**config.mk**
```make
export PLATFORM = sky130hd
export DESIGN_NAME = issue_queue_param
export DESIGN_NICKNAME = d
export VERILOG_FILES = /design/src/rtl/issue_queue_param_pkg.sv /design/src/rtl/iq_find_free.sv /design/src/rtl/issue_queue_param.sv
export SDC_FILE = /design/constraint.sdc
export NUM_CORES = 1
export LEC_CHECK = 0
export BUFFER_PORTS_ARGS = -buffer_cell sky130_fd_sc_hd__clkbuf_2
export CELL_PAD_IN_SITES_DETAIL_PLACEMENT = 1
export CELL_PAD_IN_SITES_GLOBAL_PLACEMENT = 2
export CORE_MARGIN = 4
export CORE_UTILIZATION = 35
export DETAILED_ROUTE_END_ITERATION = 8
export PLACE_DENSITY = 0.89
export SYNTH_ARGS = -nofsm -noshare
export SYNTH_HDL_FRONTEND = slang
export SYNTH_HIERARCHICAL = 1
export SYNTH_SLANG_ARGS = --single-unit
```
**constraint.sdc**
```tcl
create_clock -name clk_i -period 8.1 [get_ports clk_i]
set_input_delay 1.215 -clock clk_i [delete_from_list [all_inputs] [get_ports clk_i]]
set_output_delay 1.215 -clock clk_i [all_outputs]
set_load 0.005 [all_outputs]
```
**src/rtl/issue_queue_param_pkg.sv**
```systemverilog
// rtl/issue_queue_param_pkg.sv - shared sizing defaults for the parametrised issue queue
package issue_queue_param_pkg;

    localparam int NUM_IQ_ENTRIES      = 8;
    localparam int NUM_IQ_ENTRIES_LOG2 = $clog2(NUM_IQ_ENTRIES);
    localparam int IQ_ENTRY_SIZE       = 64;

    typedef struct packed {
        logic found0;
        logic found1;
    } iq_found_t;

endpackage

```
**src/rtl/iq_find_free.sv**
```systemverilog
// rtl/iq_find_free.sv - returns the two lowest set bits of a vector with found flags
module iq_find_free #(
    parameter  int N  = 8,
    localparam int IW = $clog2(N)
) (
    input  logic [N-1:0]  vec_i,
    output logic [IW-1:0] idx0_o,
    output logic          found0_o,
    output logic [IW-1:0] idx1_o,
    output logic          found1_o
);

    logic [N-1:0]  rest;
    logic [IW-1:0] first_idx;
    logic          first_found;
    logic [IW-1:0] second_idx;
    logic          second_found;

    // Scanning downward lets the lowest set bit be the last (winning) assignment.
    always_comb begin
        first_idx    = '0;
        first_found  = 1'b0;
        for (int i = N - 1; i >= 0; i--) begin
            if (vec_i[i]) begin
                first_idx   = IW'(i);
                first_found = 1'b1;
            end
        end
        rest = vec_i;
        if (first_found) begin
            rest[first_idx] = 1'b0;
        end
        second_idx   = '0;
        second_found = 1'b0;
        for (int i = N - 1; i >= 0; i--) begin
            if (rest[i]) begin
                second_idx   = IW'(i);
                second_found = 1'b1;
            end
        end
    end

    assign idx0_o   = first_idx;
    assign found0_o = first_found;
    assign idx1_o   = second_idx;
    assign found1_o = second_found;

endmodule

```
**src/rtl/issue_queue_param.sv**
```systemverilog
// rtl/issue_queue_param.sv - dual push/pop issue queue with age matrix; option IQ_SAME_CYCLE_REUSE_EN
module issue_queue_param
    import issue_queue_param_pkg::*;
#(
    parameter  int DEPTH = NUM_IQ_ENTRIES,
    parameter  int WIDTH = IQ_ENTRY_SIZE,
    localparam int KEY_W = $clog2(DEPTH)
) (
    input  logic                   clk_i,
    input  logic                   reset_i,
    input  logic                   flush_i,
    input  logic                   push0_i,
    input  logic [WIDTH-1:0]       push_data0_i,
    output logic                   push_ack0_o,
    input  logic                   push1_i,
    input  logic [WIDTH-1:0]       push_data1_i,
    output logic                   push_ack1_o,
    input  logic                   pop0_i,
    input  logic [KEY_W-1:0]       pop_key0_i,
    input  logic                   pop1_i,
    input  logic [KEY_W-1:0]       pop_key1_i,
    output logic [DEPTH-1:0]       valid_o,
    output logic [DEPTH*WIDTH-1:0] data_o,
    output logic [KEY_W:0]         count_o,
    output logic [KEY_W:0]         free_o,
    output logic                   oldest_valid_o,
    output logic [KEY_W-1:0]       oldest_key_o
);

    localparam int CW = KEY_W + 1;

    logic [DEPTH-1:0] valid_q, valid_d;
    logic [DEPTH-1:0] older_q [DEPTH];
    logic [DEPTH-1:0] older_d [DEPTH];
    logic [WIDTH-1:0] data_q  [DEPTH];
    logic [CW-1:0]    count_q, count_d;
    logic [CW-1:0]    free_q, free_d;

    logic [DEPTH-1:0] popped;
    logic [DEPTH-1:0] avail;
    logic [KEY_W-1:0] idx0, idx1, slot0, slot1;
    iq_found_t        found;
    logic             ack0, ack1;
    logic [CW-1:0]    npop;
    logic [KEY_W-1:0] oldest_key;
    logic             blocked;

    always_comb begin
        for (int j = 0; j < DEPTH; j++) begin
            popped[j] = valid_q[j] &
                        ((pop0_i & (pop_key0_i == KEY_W'(j))) |
                         (pop1_i & (pop_key1_i == KEY_W'(j))));
        end
    end

`ifdef IQ_SAME_CYCLE_REUSE_EN
    assign avail = ~valid_q | popped;
`else
    assign avail = ~valid_q;
`endif

    iq_find_free #(.N(DEPTH)) u_find_free (
        .vec_i    (avail),
        .idx0_o   (idx0),
        .found0_o (found.found0),
        .idx1_o   (idx1),
        .found1_o (found.found1)
    );

    // push1 falls back to the lowest slot only when push0 is idle.
    assign ack0  = push0_i & found.found0 & ~flush_i & ~reset_i;
    assign ack1  = push1_i & ~flush_i & ~reset_i &
                   (found.found1 | (~push0_i & found.found0));
    assign slot0 = idx0;
    assign slot1 = push0_i ? idx1 : idx0;

    assign push_ack0_o = ack0;
    assign push_ack1_o = ack1;

    always_comb begin
        valid_d = valid_q & ~popped;
        npop    = '0;
        for (int i = 0; i < DEPTH; i++) begin
            older_d[i] = older_q[i];
            npop       = npop + CW'(popped[i]);
        end
        for (int j = 0; j < DEPTH; j++) begin
            if (popped[j]) begin
                older_d[j] = '0;
                for (int i = 0; i < DEPTH; i++) begin
                    older_d[i][j] = 1'b0;
                end
            end
        end
        if (ack0) begin
            valid_d[slot0] = 1'b1;
            for (int j = 0; j < DEPTH; j++) begin
                older_d[j][slot0] = valid_q[j] & ~popped[j];
            end
            older_d[slot0] = '0;
        end
        if (ack1) begin
            valid_d[slot1] = 1'b1;
            for (int j = 0; j < DEPTH; j++) begin
                older_d[j][slot1] = valid_q[j] & ~popped[j];
            end
            older_d[slot1] = '0;
            if (ack0) begin
                older_d[slot0][slot1] = 1'b1;
            end
        end
        count_d = count_q - npop + CW'(ack0) + CW'(ack1);
        if (flush_i) begin
            valid_d = '0;
            count_d = '0;
            for (int i = 0; i < DEPTH; i++) begin
                older_d[i] = '0;
            end
        end
        free_d = CW'(DEPTH) - count_d;
    end

    always_ff @(posedge clk_i or posedge reset_i) begin
        if (reset_i) begin
            valid_q <= '0;
            count_q <= '0;
            free_q  <= CW'(DEPTH);
            for (int i = 0; i < DEPTH; i++) begin
                older_q[i] <= '0;
            end
        end else begin
            valid_q <= valid_d;
            count_q <= count_d;
            free_q  <= free_d;
            for (int i = 0; i < DEPTH; i++) begin
                older_q[i] <= older_d[i];
            end
        end
    end

    always_ff @(posedge clk_i) begin
        if (ack0) begin
            data_q[slot0] <= push_data0_i;
        end
        if (ack1) begin
            data_q[slot1] <= push_data1_i;
        end
    end

    // Oldest entry: the valid one that no other valid entry claims to be older than.
    always_comb begin
        oldest_key = '0;
        blocked    = 1'b0;
        for (int i = DEPTH - 1; i >= 0; i--) begin
            blocked = 1'b0;
            for (int j = 0; j < DEPTH; j++) begin
                blocked = blocked | (valid_q[j] & older_q[j][i]);
            end
            if (valid_q[i] && !blocked) begin
                oldest_key = KEY_W'(i);
            end
        end
    end

    always_comb begin
        for (int i = 0; i < DEPTH; i++) begin
            data_o[i*WIDTH +: WIDTH] = data_q[i];
        end
    end

    assign valid_o        = valid_q;
    assign count_o        = count_q;
    assign free_o         = free_q;
    assign oldest_valid_o = |valid_q;
    assign oldest_key_o   = oldest_key;

endmodule

```
# == Word level (Yosys, flattened, before mapping) ==
# Memories as Yosys holds them, arrays and structs flattened.
# Index checks and enable logic that the tools add are counted.
# word_totals
reg_bits,80
ramBits,512
input_bits,141
out_inout_bits,534
memories,1
# mem_list
memory,words,word_bits,rd,rd_ports_with_merged_regs,write_ports,line,source
data_q,8,64,8,0,2,issue_queue_param.sv:35,logic [WIDTH-1:0] data_q [DEPTH];
# classes
n_addsub,11
magnitude_cmp,8
n_eq_ne,14
muxes,144
bitwise,193
reduce_logical,23
# ops
operator,n
$mux 64,4
$and 64x64->64,2
$bwmux 8,16
$not 64->64,2
$mux 8,15
$and 1x1->1,103
$mux 1,78
$mux 3,25
$demux 8 s3,3
$or 1x1->1,65
$or 64x64->64,1
$add 4x1->4,6
$eq 3x3->1 const B,8
$not 8->8,3
$and 8x8->8,2
$or 8x8->8,2
$eq 3x2->1 const B,4
$logic_and 1x1->1,12
$not 1->1,11
$ge 4x4->1 const B,2
$logic_not 1->1,8
$lt 3x4->1 const B,2
$lt 4x1->1 const B,2
$not 3->4,2
11 further kinds,15

# == Depth between registers and ports, before layout ==
# Gate-level depths: netlist of the first run.
# logic_depth
ltp_word,36
mapped_depth,22
ltp_nobuf,19

# == By module ==
# The synthesis of the first run kept the hierarchy.
# modules_own_cells
module,n_inst,cells_per_inst,area_each_um2
issue_queue_param,1,2042,26593.0
iq_find_free,1,49,299.0

# == Worst setup path before layout of the first run ==
# No wires, ideal clock.
# synth_path
kind,register -> register
from,register valid_q[2] (netlist: valid_o[2])
to,register free_q[3] (netlist: free_o[3])
setup_time_ns,0.082
arrival_ns,5.648
required_ns,8.018
slack_ns,2.370
path_stages_with_launch,22
path_cell_list,dfrtp_1 -> clkbuf_1 -> inv_1 -> buf_6 -> or4_1 -> clkbuf_2 -> or4_1 -> nor3b_1 -> nand2b_1 -> inv_1 -> a21oi_1 -> fa_1 -> inv_1 -> fa_1 -> fa_1 -> inv_1 -> fa_1 -> ha_1 -> ha_1 -> nor2b_1 -> or3_1 -> xnor2_1
# synth_rtl
item,line,source
"start, declared",issue_queue_param.sv:32,"logic [DEPTH-1:0] valid_q, valid_d;"
"start signal, assigned",issue_queue_param.sv:132,valid_q <= valid_d;
"end signal, assigned",issue_queue_param.sv:127,free_q <= CW'(DEPTH);
"end signal, assigned",issue_queue_param.sv:134,free_q <= free_d;
"end, declared",issue_queue_param.sv:37,"logic [CW-1:0] free_q, free_d;"

==> impl_metrics.yaml, run 1 <==
run_status:
  status: "completed"
die:
  ioPinCount: 675
  start_util_pct: 35.3
  die_h_um: 285
  core_um2: 76100
  fp.dieW_um: 285
  die_area_um2: 81300
  rows: 101
clock_network:
  cts.sinks: 591
  hold_buffers: 0
  cts_max_path_buffers: 3
  clk_pin_slew_worst_paths_ns: 0.07
  post_cts_buffers: 0
  tritoncts: "done"
  cts.htree.levels: 3
  cts_root_buf: "clkbuf_16"
  cts_buffers: 67
  cts_resized: 0
  insertion_delay_ns: 0.61
sta:
  slew_violations: 0
  setup_violations: 0
  finalSetupTns_ns: 0
  worstMarginPinSlew_ns: 1.24
  finalCriticalPeriod_ns: 6.41
  fmax_mhz: 156
  hold_violations: 0
  rsz0062_at_grt: "no"
  finalCritPeriodShare_pct: 79.2
  max_slew_margin_pct: 16.9
  finalClockSkew_ns: 0.0223
  timing.hold.ws_ns: 0.529
worst_setup_path:
  critPathKind: "flop to flop"
  path_depth: 18
  r2r_start: "valid_o[1]$_DFF_PP0_"
  cp_top_family: "adder cells"
  path_max_fanout: 14
  endpoint: "free_o[3]$_DFF_PP1_"
  cp_slowest_cell: "or4_1"
  crit_chain: "inv_1, or4_1, or4_1, nor3b_1, nand2b_1, inv_1, a21oi_1, fa_1, inv_1, fa_1, fa_1, inv_1, fa_1, ha_1, ha_1, nor2b_1, or3_1, xnor2_1"
  end_kind: "flop"
  r2r_slack_ns: 1.69
  path_buf_inv: 4
  cp-start-kind: "flop"
  arrival_ns: 6.93
  cp-startpoint: "valid_o[1]$_DFF_PP0_"
  reg2reg_depth: 18
  cpPeakStageDelay_ns: 0.71
  required_ns: 8.62
  r2r_end: "free_o[3]$_DFF_PP1_"
global_route:
  grt_pass1_vias: 22437
  grt_max_degree: 56
  gr-total-overflow: 0
  grt_use_total_pct: 26.7
  antenna_found_initial: 7
  grt_first_pass_wirelength_mm: 161
placement:
  port_buffers: 674
  post-dp-hpwl_mm: 75.4
  gp_congestion: 0.990
  place_inst: 3714
finish:
  fillerInstances: 8235
  area_growth_pct: 24.4
  multi_input_area_um2: 8970
  fin_cells: 3835
  fin_nets: 2908
  drive_above_1_share_pct: 41.8
  ff_latch_area_um2: 17400
yosys:
  netlist_instances: 2091
  synth_mux_area_share_pct: 13.8
  yosys.area_share.simple_pct: 12.7
  ys_warn_count: 6
  netlist_area_um2: 26900
  syn_nets: 2246
  synth.most_common_cell: "nand2_1"
  ys_async_sr_fraction_pct: 13.4
  synth_compound_area_share_pct: 5.55
  synth_edf_count: 512
  yosysSeqAreaShare_pct: 64.5
  synth_top_cell_by_area: "edfxtp_1"
  yosys.area.top_type_share_pct: 57.2
  synthTopCellsByCount: "618 x nand2_1, 512 x edfxtp_1, 324 x mux2_2"
  synth_top_family_by_area: "multiplexers"
  synth_flop_cell: "edfxtp_1"
  synth.distinct_cells: 81
  synth-adder-area-share_pct: 0.884
  avgSynthCellArea_um2: 12.9
  synth_area_leaders: "edfxtp_1 57%, mux2_2 14%, nand2_1 8.6%"
  synth_xor_area_share_pct: 0.195
  ys_ff_latch: 591
flow_run:
  drv_cap: 0
power:
  irDropWorstVdd_uv: 124
  power.total_mw: 6.82
  p_leak_nw: 13.4
  p_per_area_nw_per_um2: 204
min_path:
  hold_class: "flop to flop"
drt:
  viasPerCell: 5.51
  dr.first_iter.drc_count: 1753
  drt_first_pass_iters: 5
  route.detailed.wl_per_inst_um: 29.1
  num_vias: 21120
  drc_errors: 0
  postRouteAntennaNets: 0
  routed_wirelength_mm: 112
[per-layer routing]
metal,vias up,GRT usage [%],part of all wire (%),wire [um]
li1,8981,-,-,-
met1,10911,33.2,39,43200
met2,1020,46.0,50,56100
met3,206,5.19,7.4,8220
met4,2,10.4,3.7,4080
met5,-,0,0.011,12
[worst register-to-register path, delay by kind of cell (launching register included)]
family	cells	cell delay (ns)
xor+xnor	1	0.15
flops	1	0.62
compound gates	1	0.21
buf+inv	4	0.81
simple gates	6	2.17
fa+ha+maj	6	2.36
[layout by cell type, fill, tap and decap left out, types with 5 or more instances in the layout]
cell type,n
and2_1,7
nor2_4,6
nor3_1,9
a22o_1,6
buf_4,32
xnor2_1,5
clkbuf_16,68
clkinv_2,13
ha_1,7
mux2_2,324
o21ai_0,22
clkbuf_2,674
dfrtp_1,78
nor4_1,5
nor2b_1,8
inv_1,25
inv_4,5
a21o_1,10
a211oi_1,21
a2111oi_0,5
clkbuf_1,11
nand4b_1,7
diode_2,8
a22oi_1,17
and3_1,10
nor2_1,35
o21ai_1,5
edfxtp_1,512
nand4_1,40
a2111oi_1,5
nand2_1,615
a31oi_1,17
clkinv_1,13
a221oi_1,6
a21oi_1,59
nand3_1,17
fa_1,7
[flip-flops by register name (all words and copies together) (netlist names)]
name / count
data_q: 512
older_q: 64
count_o: 3
valid_o: 8
free_o: 4
[layout make-up]
cell class              instances  share of cell area [%]
flip-flops and latches        591                    51.9
multi-input cells            1352                    26.8
repair buffers                707                    10.9
clock buffers                  81                    5.29
well taps                    1030                    3.85
clock inverters                32                   0.852
inverters                      34                   0.430
diodes                          8                  0.0598
[power breakdown]
group	switching, mW	total [mW]	internal, mW
sequential	0.0224	3.39	3.37
clock	1.29	2.92	1.63
combinational	0.311	0.509	0.198
total	1.62	6.82	5.20
[worst min path at each step]
stage,endpoint,start,slack (ns),depth (start not counted)
2_1_floorplan,older_q[7]$_DFF_PP0_,older_q[7]$_DFF_PP0_,0.47,2
3_3_place_gp,older_q[7]$_DFF_PP0_,older_q[7]$_DFF_PP0_,0.52,2
3_5_place_dp,older_q[7]$_DFF_PP0_,older_q[7]$_DFF_PP0_,0.51,2
4_1_cts,older_q[7]$_DFF_PP0_,older_q[7]$_DFF_PP0_,0.53,2
5_1_grt,older_q[7]$_DFF_PP0_,older_q[7]$_DFF_PP0_,0.57,2
6_report,older_q[7]$_DFF_PP0_,older_q[7]$_DFF_PP0_,0.53,2
[stage by stage]
step	setup WS (ns)	util, %	instance area, um^2
2_1_floorplan	2.37	-	26900
3_3_place_gp	1.88	41.3	31400
3_5_place_dp	1.78	41.3	31400
4_1_cts	1.74	44.0	33400
5_1_grt	1.39	44.0	33500
6_report	1.69	44.0	33500
[cells by family after synthesis]
kind of cell / count (synthesis)
AND/OR/NAND/NOR: 794
multiplexers: 328
flip-flops: 591
XOR/XNOR: 6
AO/OA/AOI/OAI: 209
adder cells (fa/ha/maj): 15
buffers and inverters: 148
Power figures use the tool's default switching activity.
==> run 2, diff against run 1 <==
clock period = 6 ns   (was 8.1 ns; I/O delays follow)
==> run 2 against run 1 <==
Clock power is 41% higher. Via count grew 1.8%. Wire length increased by 2.1%. Highest routed layer is now met4. Critical path type unchanged. First-iteration DRC count up 11%. Count of clock-buffer cells in the layout decreased by 1. Setup slack worse by 1.3 ns. Worst hold slack got worse by 0.33 ns. Global-route usage increased by 0.33 points. Register-to-register slack got worse by 1.3 ns. Fmax up 13%. Sequential share of layout area decreased by 0.62 points. Largest cell class unchanged.
==> impl_metrics.yaml, run 2 (same netlist as run 1, synthesis figures left out) <==
run_status:
  status: "completed"
clock_network:
  clk_pin_slew_worst_paths_ns: 0.06
  cts_resized: 0
  insertion_delay_ns: 0.61
  cts_root_buf: "clkbuf_16"
  post_cts_buffers: 0
  tritoncts: "done"
  cts_buffers: 66
  hold_buffers: 0
  cts_max_path_buffers: 3
  cts.htree.levels: 3
  cts.sinks: 591
drt:
  dr.first_iter.drc_count: 1938
  routed_wirelength_mm: 114
  viasPerCell: 5.56
  drt_first_pass_iters: 5
  route.detailed.wl_per_inst_um: 29.5
  drc_errors: 0
  postRouteAntennaNets: 0
  num_vias: 21507
finish:
  area_growth_pct: 25.9
  regMostFlops: "data_q"
  utilization_pct: 44.5
  final_common_cell: "clkbuf_2"
  mostFrequentLayoutCells: "674 x clkbuf_2, 615 x nand2_1, 512 x edfxtp_1, 324 x mux2_2, 78 x dfrtp_1"
  final_area_um2: 33900
  drive_above_1_share_pct: 42.5
  fin_cells: 3866
  fin_nets: 2936
  fillerInstances: 8222
  largest_reg_flops: 512
sta:
  hold_violations: 0
  timing.hold.ws_ns: 0.194
  worstMarginPinSlew_ns: 1.27
  setup_violations: 0
  finalCriticalPeriod_ns: 5.65
  fmax_mhz: 177
  max_slew_margin_pct: 14.4
  rsz0062_at_grt: "no"
  slew_violations: 0
  finalClockSkew_ns: 0.0241
  finalCritPeriodShare_pct: 94.2
  setup_ws_ns: 0.347
  finalSetupTns_ns: 0
die:
  ioPinCount: 675
  die_h_um: 285
  core_um2: 76100
  start_util_pct: 35.3
  fp.dieW_um: 285
  die_area_um2: 81300
  rows: 101
flow_run:
  drv_cap: 0
global_route:
  grt_use_total_pct: 27.0
  antenna_found_initial: 7
  grt_max_degree: 78
  gr-total-overflow: 0
  grt_first_pass_wirelength_mm: 163
  grt_pass1_vias: 22796
placement:
  post-dp-hpwl_mm: 76.2
  port_buffers: 674
  gp_congestion: 0.921
  placed_area_um2: 31700
  pre_cts_ws_ns: 0.405
  place_inst: 3743
worst_setup_path:
  cpPeakStageDelay_ns: 0.67
  reg2reg_depth: 18
  path_max_fanout: 8
  end_kind: "flop"
  cp-start-kind: "flop"
  r2r_start: "valid_o[3]$_DFF_PP0_"
  critPathKind: "flop to flop"
  cp_slowest_cell: "or4_1"
  required_ns: 6.52
  crit_chain: "inv_1, or4_1, or4_1, nor3b_1, nand2b_1, inv_1, a21oi_1, fa_1, inv_1, fa_1, fa_1, inv_1, fa_1, ha_1, ha_1, nor2b_1, or3_1, xnor2_1"
  arrival_ns: 6.17
  r2r_end: "free_o[3]$_DFF_PP1_"
  r2r_slack_ns: 0.35
power:
  power.total_mw: 9.43
  p_leak_nw: 13.6
  p_per_area_nw_per_um2: 278
  irDropWorstVdd_uv: 197
min_path:
  hold_class: "input port to async pin"
[run 2: worst max-delay path by stage]
| stage | startpoint | end | slack [ns] | cells after the start |
|---|---|---|---|---|
| CTS | valid_o[3]$_DFF_PP0_ | free_o[3]$_DFF_PP1_ | 0.37 | 18 |
| global placement | valid_o[3]$_DFF_PP0_ | free_o[3]$_DFF_PP1_ | 0.56 | 18 |
| global route | valid_o[3]$_DFF_PP0_ | free_o[3]$_DFF_PP1_ | 0.14 | 18 |
| floorplan | valid_o[2]$_DFF_PP0_ | free_o[3]$_DFF_PP1_ | 0.27 | 21 |
| finish | valid_o[3]$_DFF_PP0_ | free_o[3]$_DFF_PP1_ | 0.35 | 18 |
| detailed placement | valid_o[3]$_DFF_PP0_ | free_o[3]$_DFF_PP1_ | 0.41 | 18 |
[run 2: cell type report]
type	count	area [um^2]	share of cell area, %
well taps	1030	1290	3.81
diodes	8	20.0	0.0591
repair buffers	736	3930	11.6
clock inverters	35	415	1.23
inverters	34	144	0.425
flip-flops and latches	591	17400	51.2
clock buffers	80	1760	5.18
multi-input cells	1352	8960	26.5
[run 2: per-layer routing]
| layer | part of all wire (%) | global-route usage (%) | vias to the layer above |
|---|---|---|---|
| met1 | 39 | 33.7 | 11194 |
| met2 | 50 | 46.2 | 1047 |
| met3 | 7.2 | 5.59 | 229 |
| met5 | 0 | 0 | - |
| li1 | - | - | 9037 |
| met4 | 3.6 | 10.4 | 0 |
[run 2: critical path, delay by kind of cell, from the launching register on]
kind / cells / cell delay [ns]
adders and majority gates: 6 / 2.36
xor gates and xnor gates: 1 / 0.19
DFF: 1 / 0.35
and+or+nand+nor: 6 / 2.16
AOI/OAI and AO/OA: 1 / 0.15
buffers and inverters: 4 / 0.35
[run 2: power by group]
part           internal [mW]  switching [mW]
clock                   2.37            1.77
sequential              4.55          0.0329
combinational          0.273           0.436
